### src/rtl/bch_decode_ctrl.sv
// Sequencer for the BCH(31,k) decoder: syndrome -> BM -> Chien, with a per-stage watchdog.
// Accept-to-status is 3 cycles on a clean word; status is held until out_ready and no new job is taken meanwhile.
module bch_decode_ctrl #(
  parameter int T          = 3,
  parameter int LW         = 4,
  parameter int TIMEOUT    = 63,
  parameter int BM_RST_CYC = 2
) (
  input  logic          clk,
  input  logic          reset,
  input  logic          in_valid,
  output logic          in_ready,
  output logic          syn_start,
  input  logic          syn_done,
  input  logic          syn_zero,
  output logic          bm_rst,
  input  logic          bm_done,
  input  logic [LW-1:0] bm_L,
  output logic          chien_start,
  input  logic          chien_done,
  input  logic [LW-1:0] chien_nerr,
  output logic          out_valid,
  input  logic          out_ready,
  output logic [1:0]    out_status,
  output logic [LW-1:0] out_nerr,
  output logic          busy
);

  localparam int WDW = $clog2(TIMEOUT + 1);
  localparam int RCW = (BM_RST_CYC > 1) ? $clog2(BM_RST_CYC) : 1;

  localparam logic [2:0] S_IDLE   = 3'd0;
  localparam logic [2:0] S_SYN    = 3'd1;
  localparam logic [2:0] S_BM_RST = 3'd2;
  localparam logic [2:0] S_BM_RUN = 3'd3;
  localparam logic [2:0] S_CHIEN  = 3'd4;
  localparam logic [2:0] S_REPORT = 3'd5;

  localparam logic [1:0] ST_CLEAN   = 2'd0;
  localparam logic [1:0] ST_FIXED   = 2'd1;
  localparam logic [1:0] ST_UNCORR  = 2'd2;
  localparam logic [1:0] ST_TIMEOUT = 2'd3;

  logic [2:0]    state_q, state_d;
  logic [WDW-1:0] wd_q, wd_d;
  logic [RCW-1:0] rc_q, rc_d;
  logic [LW-1:0] l_q, l_d;
  logic [1:0]    status_q, status_d;
  logic [LW-1:0] nerr_q, nerr_d;
  logic          syn_start_q, chien_start_q, bm_rst_q, in_ready_q, out_valid_q, busy_q;
  logic          wd_hit, wd_counting;

  assign wd_hit      = (wd_q == WDW'(TIMEOUT - 1));
  assign wd_counting = (state_q == S_SYN) || (state_q == S_BM_RUN) || (state_q == S_CHIEN);

  always_comb begin
    state_d  = state_q;
    l_d      = l_q;
    status_d = status_q;
    nerr_d   = nerr_q;
    rc_d     = '0;
    case (state_q)
      S_IDLE: begin
        if (in_valid && in_ready_q) state_d = S_SYN;
      end
      // A done seen while our own start pulse is still out belongs to the previous job.
      S_SYN: begin
        if (syn_done && !syn_start_q) begin
          if (syn_zero) begin
            status_d = ST_CLEAN;
            nerr_d   = '0;
            state_d  = S_REPORT;
          end else begin
            state_d = S_BM_RST;
          end
        end else if (wd_hit) begin
          status_d = ST_TIMEOUT;
          nerr_d   = '0;
          state_d  = S_REPORT;
        end
      end
      S_BM_RST: begin
        rc_d = rc_q + RCW'(1);
        if (rc_q == RCW'(BM_RST_CYC - 1)) state_d = S_BM_RUN;
      end
      S_BM_RUN: begin
        if (bm_done) begin
          l_d = bm_L;
          if (bm_L > LW'(T)) begin
            status_d = ST_UNCORR;
            nerr_d   = '0;
            state_d  = S_REPORT;
          end else begin
            state_d = S_CHIEN;
          end
        end else if (wd_hit) begin
          status_d = ST_TIMEOUT;
          nerr_d   = '0;
          state_d  = S_REPORT;
        end
      end
      S_CHIEN: begin
        if (chien_done && !chien_start_q) begin
          if ((chien_nerr == l_q) && (l_q != '0)) begin
            status_d = ST_FIXED;
            nerr_d   = l_q;
          end else begin
            status_d = ST_UNCORR;
            nerr_d   = '0;
          end
          state_d = S_REPORT;
        end else if (wd_hit) begin
          status_d = ST_TIMEOUT;
          nerr_d   = '0;
          state_d  = S_REPORT;
        end
      end
      S_REPORT: begin
        if (out_ready) state_d = S_IDLE;
      end
      default: state_d = S_IDLE;
    endcase
    wd_d = ((state_d != state_q) || !wd_counting) ? '0 : wd_q + WDW'(1);
  end

  always_ff @(posedge clk or negedge reset) begin
    if (!reset) begin
      state_q       <= S_IDLE;
      wd_q          <= '0;
      rc_q          <= '0;
      l_q           <= '0;
      status_q      <= ST_CLEAN;
      nerr_q        <= '0;
      syn_start_q   <= 1'b0;
      chien_start_q <= 1'b0;
      bm_rst_q      <= 1'b1;
      in_ready_q    <= 1'b1;
      out_valid_q   <= 1'b0;
      busy_q        <= 1'b0;
    end else begin
      state_q       <= state_d;
      wd_q          <= wd_d;
      rc_q          <= rc_d;
      l_q           <= l_d;
      status_q      <= status_d;
      nerr_q        <= nerr_d;
      syn_start_q   <= (state_q == S_IDLE) && (state_d == S_SYN);
      chien_start_q <= (state_q == S_BM_RUN) && (state_d == S_CHIEN);
      // BM only runs while we are waiting on it or on Chien; any other state holds it in reset.
      bm_rst_q      <= !((state_d == S_BM_RUN) || (state_d == S_CHIEN));
      in_ready_q    <= (state_d == S_IDLE);
      out_valid_q   <= (state_d == S_REPORT);
      busy_q        <= (state_d != S_IDLE);
    end
  end

  assign in_ready    = in_ready_q;
  assign syn_start   = syn_start_q;
  assign chien_start = chien_start_q;
  assign bm_rst      = bm_rst_q;
  assign out_valid   = out_valid_q;
  assign out_status  = status_q;
  assign out_nerr    = nerr_q;
  assign busy        = busy_q;

endmodule

### config.mk
export PLATFORM = sky130hd
export DESIGN_NAME = bch_decode_ctrl
export DESIGN_NICKNAME = d
export VERILOG_FILES = /design/src/rtl/bch_decode_ctrl.sv
export SDC_FILE = /design/constraint.sdc
export NUM_CORES = 1
export LEC_CHECK = 0
export ABC_AREA = 1
export CORE_MARGIN = 1
export CORE_UTILIZATION = 30
export DETAILED_ROUTE_END_ITERATION = 8
export DONT_BUFFER_PORTS = 1
export SYNTH_ARGS = -nofsm -noshare
export SYNTH_HDL_FRONTEND = slang
export SYNTH_SLANG_ARGS = --single-unit
### constraint.sdc
create_clock -name clk -period 2.8 [get_ports clk]
set_input_delay 0.56 -clock clk [delete_from_list [all_inputs] [get_ports clk]]
set_output_delay 0.56 -clock clk [all_outputs]
set_load 0.02 [all_outputs]
### Yosys cells after proc, flatten, opt, wreduce, memory -nomap -nowiden

Cells that the tools add are included.

| operators by class | value |
|---|---|
| $add $sub $neg | 2 |
| order comparisons | 1 |
| equal/unequal tests | 14 |
| mux-type cells | 28 |
| reduce and logical (&&, ||, !) cells | 21 |

Operators by type and width:

| kind | count |
|---|---|
| 4-bit two-way mux | 7 |
| 3-bit two-way mux | 8 |
| 3-bit one-hot mux with 6 select lines | 1 |
| 2-bit two-way mux | 7 |
| 3-bit == test (second input constant) | 4 |
| 4-bit one-hot mux with 3 select lines | 1 |
| 3-bit by 2-bit == test with 1-bit output (second input constant) | 3 |
| 6-bit by 1-bit adder with 6-bit output (second input constant) | 1 |
| 3-bit by 1-bit == test with 1-bit output (second input constant) | 2 |
| 6-bit == test (second input constant) | 1 |
| 1-bit logical AND | 6 |
| 3-bit logical NOT | 2 |
| 6-bit two-way mux | 1 |
| 2-bit one-hot mux with 3 select lines | 1 |
| 3-bit nonzero test | 2 |
| 4-bit == test | 1 |
| 4-bit by 2-bit > comparator with 1-bit output (second input constant) | 1 |
| 1-bit logical NOT | 4 |
| 1-bit logical OR | 4 |
| 4-bit nonzero test | 1 |
| 3-bit by 2-bit != test with 1-bit output (second input constant) | 1 |
| 3-bit != test | 1 |
| 3-bit != test (second input constant) | 1 |
| 3-bit AND reduction | 1 |
| other kinds (3) | 4 |

| storage, ports and cells | value |
|---|---|
| bits in registers | 26 |
| input port bits | 16 |
| output and inout bits | 12 |
| logic and storage cells | 78 |

### Logic depth before layout (Yosys ltp)

| depth | value |
|---|---|
| depth in word-level cells | 7 |
| depth in mapped cells | 13 |

### Worst setup path before layout

Ideal clock, no wire load.

| timing | value |
|---|---|
| path type | flip-flop to flip-flop |
| start point | reg wd_q[0] |
| end point | reg busy_q (netlist: busy) |
| library setup time | 0.119 ns |
| data arrival time | 1.383 ns |
| required time | 2.681 ns |
| slack | 1.299 ns |
| cell stages (with the launch flop) | 12 |
| buffers on the path | 0 |
| period minus slack after synthesis | 1.501 ns |
| cell sequence | dfrtp_1 > inv_1 > ha_1 > nand3_1 > nor2_1 > nor2_1 > nand2_2 > nand2_2 > nor2_1 > nand3_1 > nor2_1 > inv_1 |

| on the way | value |
|---|---|
| word-level cells in the longest chain between the ends | 5 |

RTL lines:

| item | RTL line | source |
|---|---|---|
| start: declaration | 45 | `logic [WDW-1:0] wd_q, wd_d;` |
| start signal: assignment | 142 | `wd_q <= wd_d;` |
| 6-bit == test (*) | 53 | `assign wd_hit = (wd_q == WDW'(TIMEOUT - 1));` |
| 3-bit two-way mux (*) | 76, 96, 112 |  |
| 3-bit two-way mux, on equally long branches | 103, 68, 87 |  |
| 3-bit one-hot mux with 6 select lines (*) | 62 | `case (state_q)` |
| 3-bit nonzero test (*) | 153 | `busy_q <= (state_d != S_IDLE);` |
| end signal: assignment | 153 |  |
| end: declaration | 50 | `logic syn_start_q, chien_start_q, bm_rst_q, in_ready_q, out_valid_q, busy_q;` |

Every way passes the cells marked *; elsewhere a longest branch is shown, timed or not.
A chain may end at the register's enable or synchronous reset.

### Worst setup path after layout

Same ends and word-level chain as after synthesis.

==> results.yml <==
synthesis:
  syn_nets: 203
  yosysTopAreaCellShare_pct: 41.1
  async_reset_ff_share_pct: 100
  synth.most_common_cell: "nand2_1"
  yosys_register_bits: 26
  synth_top_family_by_area: "simple AND/OR/NAND/NOR gates"
  yosysWarningCount: 0
  muxShareOfSynthArea_pct: 0
  yosys.area.top_type: "dfrtp_1"
  yosys.cell_types.count: 25
  synth-adder-area-share_pct: 1.71
  ys_seq_area_share_pct: 44.7
  ys_top_cells_by_count: "47 x nand2_1, 24 x dfrtp_1, 24 x inv_1"
  synth_xor_area_share_pct: 4.79
  syn_avg_cell_area_um2: 7.91
  synthCells: 185
  post_synth_and_or_nand_nor_area_fraction_pct: 38.2
  synth_compound_area_share_pct: 4.02
  synth_area_um2: 1460
  ys.flop_type: "dfrtp_1"
  synth.area.top_cells: "dfrtp_1 41%, nand2_1 12%, inv_1 6.2%, nand3_1 5.5%, nor2_1 5.1%"
  synth_edf_count: 0
critical_path:
  cp_slowest_cell: "dfrtp_1"
  critical_path_class: "register to register"
  cp_common_cell: "nor2_1"
  slowest_delay_ns: 0.44
  startpoint_type: "register"
  crit_cells: 11
  critical_path_arrival_ns: 1.88
  rr_worst_depth: 11
  crit_path_cell_trace: "inv_1, ha_1, nand3_1, nor2_1, nor2_1, nand2_2, nand2_2, nor2_1, nand3_1, nor2_1, inv_1"
  cp-end-kind: "register"
  crit_required_ns: 2.96
  path_max_fanout: 5
  crit_family: "simple AND/OR/NAND/NOR gates"
  path_buf_inv: 2
sta:
  min_period_ns: 1.71
  finalSetupViolCount: 0
  finalSetupTns_ns: 0
  rsz0062_at_grt: "false"
  hold_viol: 0
  relSlewSlack_pct: 27.3
  fin_ws_ns: 1.09
  fin_skew_ns: 0.00397
  worst_pin_slew_ns: 1.09
  clock.fmax_mhz: 584
  finalMaxSlewViolations: 0
  finalCritPeriodShare_pct: 61.1
power_and_ir_drop:
  switchingPower_mw: 0.782
  p_seq_share_pct: 41.9
  p_leak_nw: 0.809
  internal_power_mw: 0.888
  ir_worst_vdd_v: 0.000364
  p_comb_share_pct: 43.7
  netSwitchingFraction_pct: 46.8
  pwr-share-clk_pct: 14.4
  powerDensity_nw_per_um2: 1050
layout:
  drive_above_1_share_pct: 17.4
  nFillCells: 493
  synthToLayoutAreaGrowth_pct: 9.07
  fin_nets: 209
  diodes: 0
  fin_area_um2: 1600
  fin_util_pct: 34.0
floorplan:
  core-area_um2: 4690
  io_pins: 28
  start_util_pct: 31.2
  die_h_um: 71.8
  dieArea_um2: 5160
  dieWidth_um: 71.8
  rows: 25
placement:
  io_buffers: 0
  place_ws_ns: 1.09
  placed_cell_area_um2: 1530
  gp_congestion: 0.830
  place_hpwl_um: 2310
grt:
  grt_max_degree: 25
  overflow: 0
  grt_usage_pct: 12.9
  grt_pass1_vias: 1077
  antenna_found_initial: 0
  grt_pass1_wl_um: 5130
clocking:
  cts_made_buffers: 3
  clockBufferDepth: 2
  clk_pin_slew_worst_paths_ns: 0.08
  ctsResizeCount: 0
  cts-root-buf: "clkbuf_8"
  cts_setup_buffers: 0
  clock-sinks: 26
  clock_latency_ns: 0.27
  cts_tree: "yes"
  cts_max_level: 1
  holdBufCountCts: 1
detailed_routing:
  vias: 1157
  drt-total-wl_um: 2950
  drc_errors: 0
  drt-wirelength-per-cell_um: 12.1
  drt-initial-drc-count: 62
  ant_nets: 0
  dr.pass1.iters: 4
  viasPerCell: 4.74
flow_run:
  maxCapViolCount: 0
hold_path:
  hold_class: "input port to async pin"
outcome:
  status: "completed"
==> worst register-to-register path, cell delays in order, from the launching register on <==
cell and delay (ns):
dfrtp_1 0.44, inv_1 0.08, ha_1 0.16, nand3_1 0.07, nor2_1 0.22, nor2_1 0.09
nand2_2 0.07, nand2_2 0.05, nor2_1 0.13, nand3_1 0.12, nor2_1 0.13, inv_1 0.05
==> cell usage in the layout, fill, tap and decap left out, drive strengths merged <==
cell,count
xor2,5
dfstp,2
nand3,18
or2,1
inv,26
nand4,4
clkbuf,4
dlygate4sd3,1
o221ai,1
o21ai,7
nor2,32
xnor2,3
nand2,56
ha,2
o21bai,1
and2,1
nor3,2
dfrtp,24
==> cells by family (layout without fill, tap and decap cells) <==
group | Yosys count | count (layout)
compound gates | 9 | 9
xor+xnor | 8 | 8
fa+ha+maj | 2 | 2
buf+inv | 26 | 31
flops | 26 | 26
simple gates | 114 | 114
==> metrics by stage <==
step	power [mW]	hold slack, ns	instances
after floorplan	1.29	0.264	185
after global placement	1.44	0.265	239
after detailed placement	1.44	0.265	239
after CTS	1.69	0.113	244
after global routing	1.82	0.102	244
final	1.67	0.124	244
==> power by group through the flow <==
stage	Clock, mW	Sequential [mW]	Combinational (mW)
after floorplan	0	0.675	0.610
after global placement	0	0.709	0.728
after detailed placement	0	0.710	0.729
after CTS	0.251	0.703	0.741
after global routing	0.262	0.720	0.833
final	0.241	0.700	0.730
==> path summary, 6_finish.rpt <==
| kind | start | slack [ns] | to |
|---|---|---|---|
| hold reg to reg | rc_q | 0.43 | rc_q |
| hold / removal | reset | 0.12 | bm_rst |
| max in group asynchronous | reset | 1.21 | rc_q |
| setup / recovery | wd_q[0] | 1.09 | busy |
| setup reg to reg | wd_q[0] | 1.09 | busy |
| min in group clk | bm_L[0] | 0.40 | l_q[0] |
==> flip-flops by register name (all words and copies together) (netlist names) <==
signal       count
busy             1
out_nerr         4
rc_q             1
in_ready         1
wd_q             6
bm_rst           1
l_q              4
state_q          3
out_valid        1
syn_start        1
chien_start      1
out_status       2
==> routing by layer <==
| layer | vias to the layer above | track usage, % | routed length, um |
|---|---|---|---|
| li1 | 585 | - | - |
| met1 | 542 | 14.9 | 1310 |
| met2 | 28 | 21.4 | 1430 |
| met3 | 2 | 5.20 | 182 |
| met4 | 0 | 5.23 | 21 |
| met5 | - | 0 | 0 |
==> layout make-up <==
class	count	area (um2)	share of cell area (%)
multi-input cells	133	712	44.6
well taps	54	67.6	4.24
repair buffers	1	10.0	0.627
flip-flops and latches	26	653	40.9
inverters	26	97.6	6.12
clock buffers	4	55.1	3.45
(Power assumes the default switching activity.)
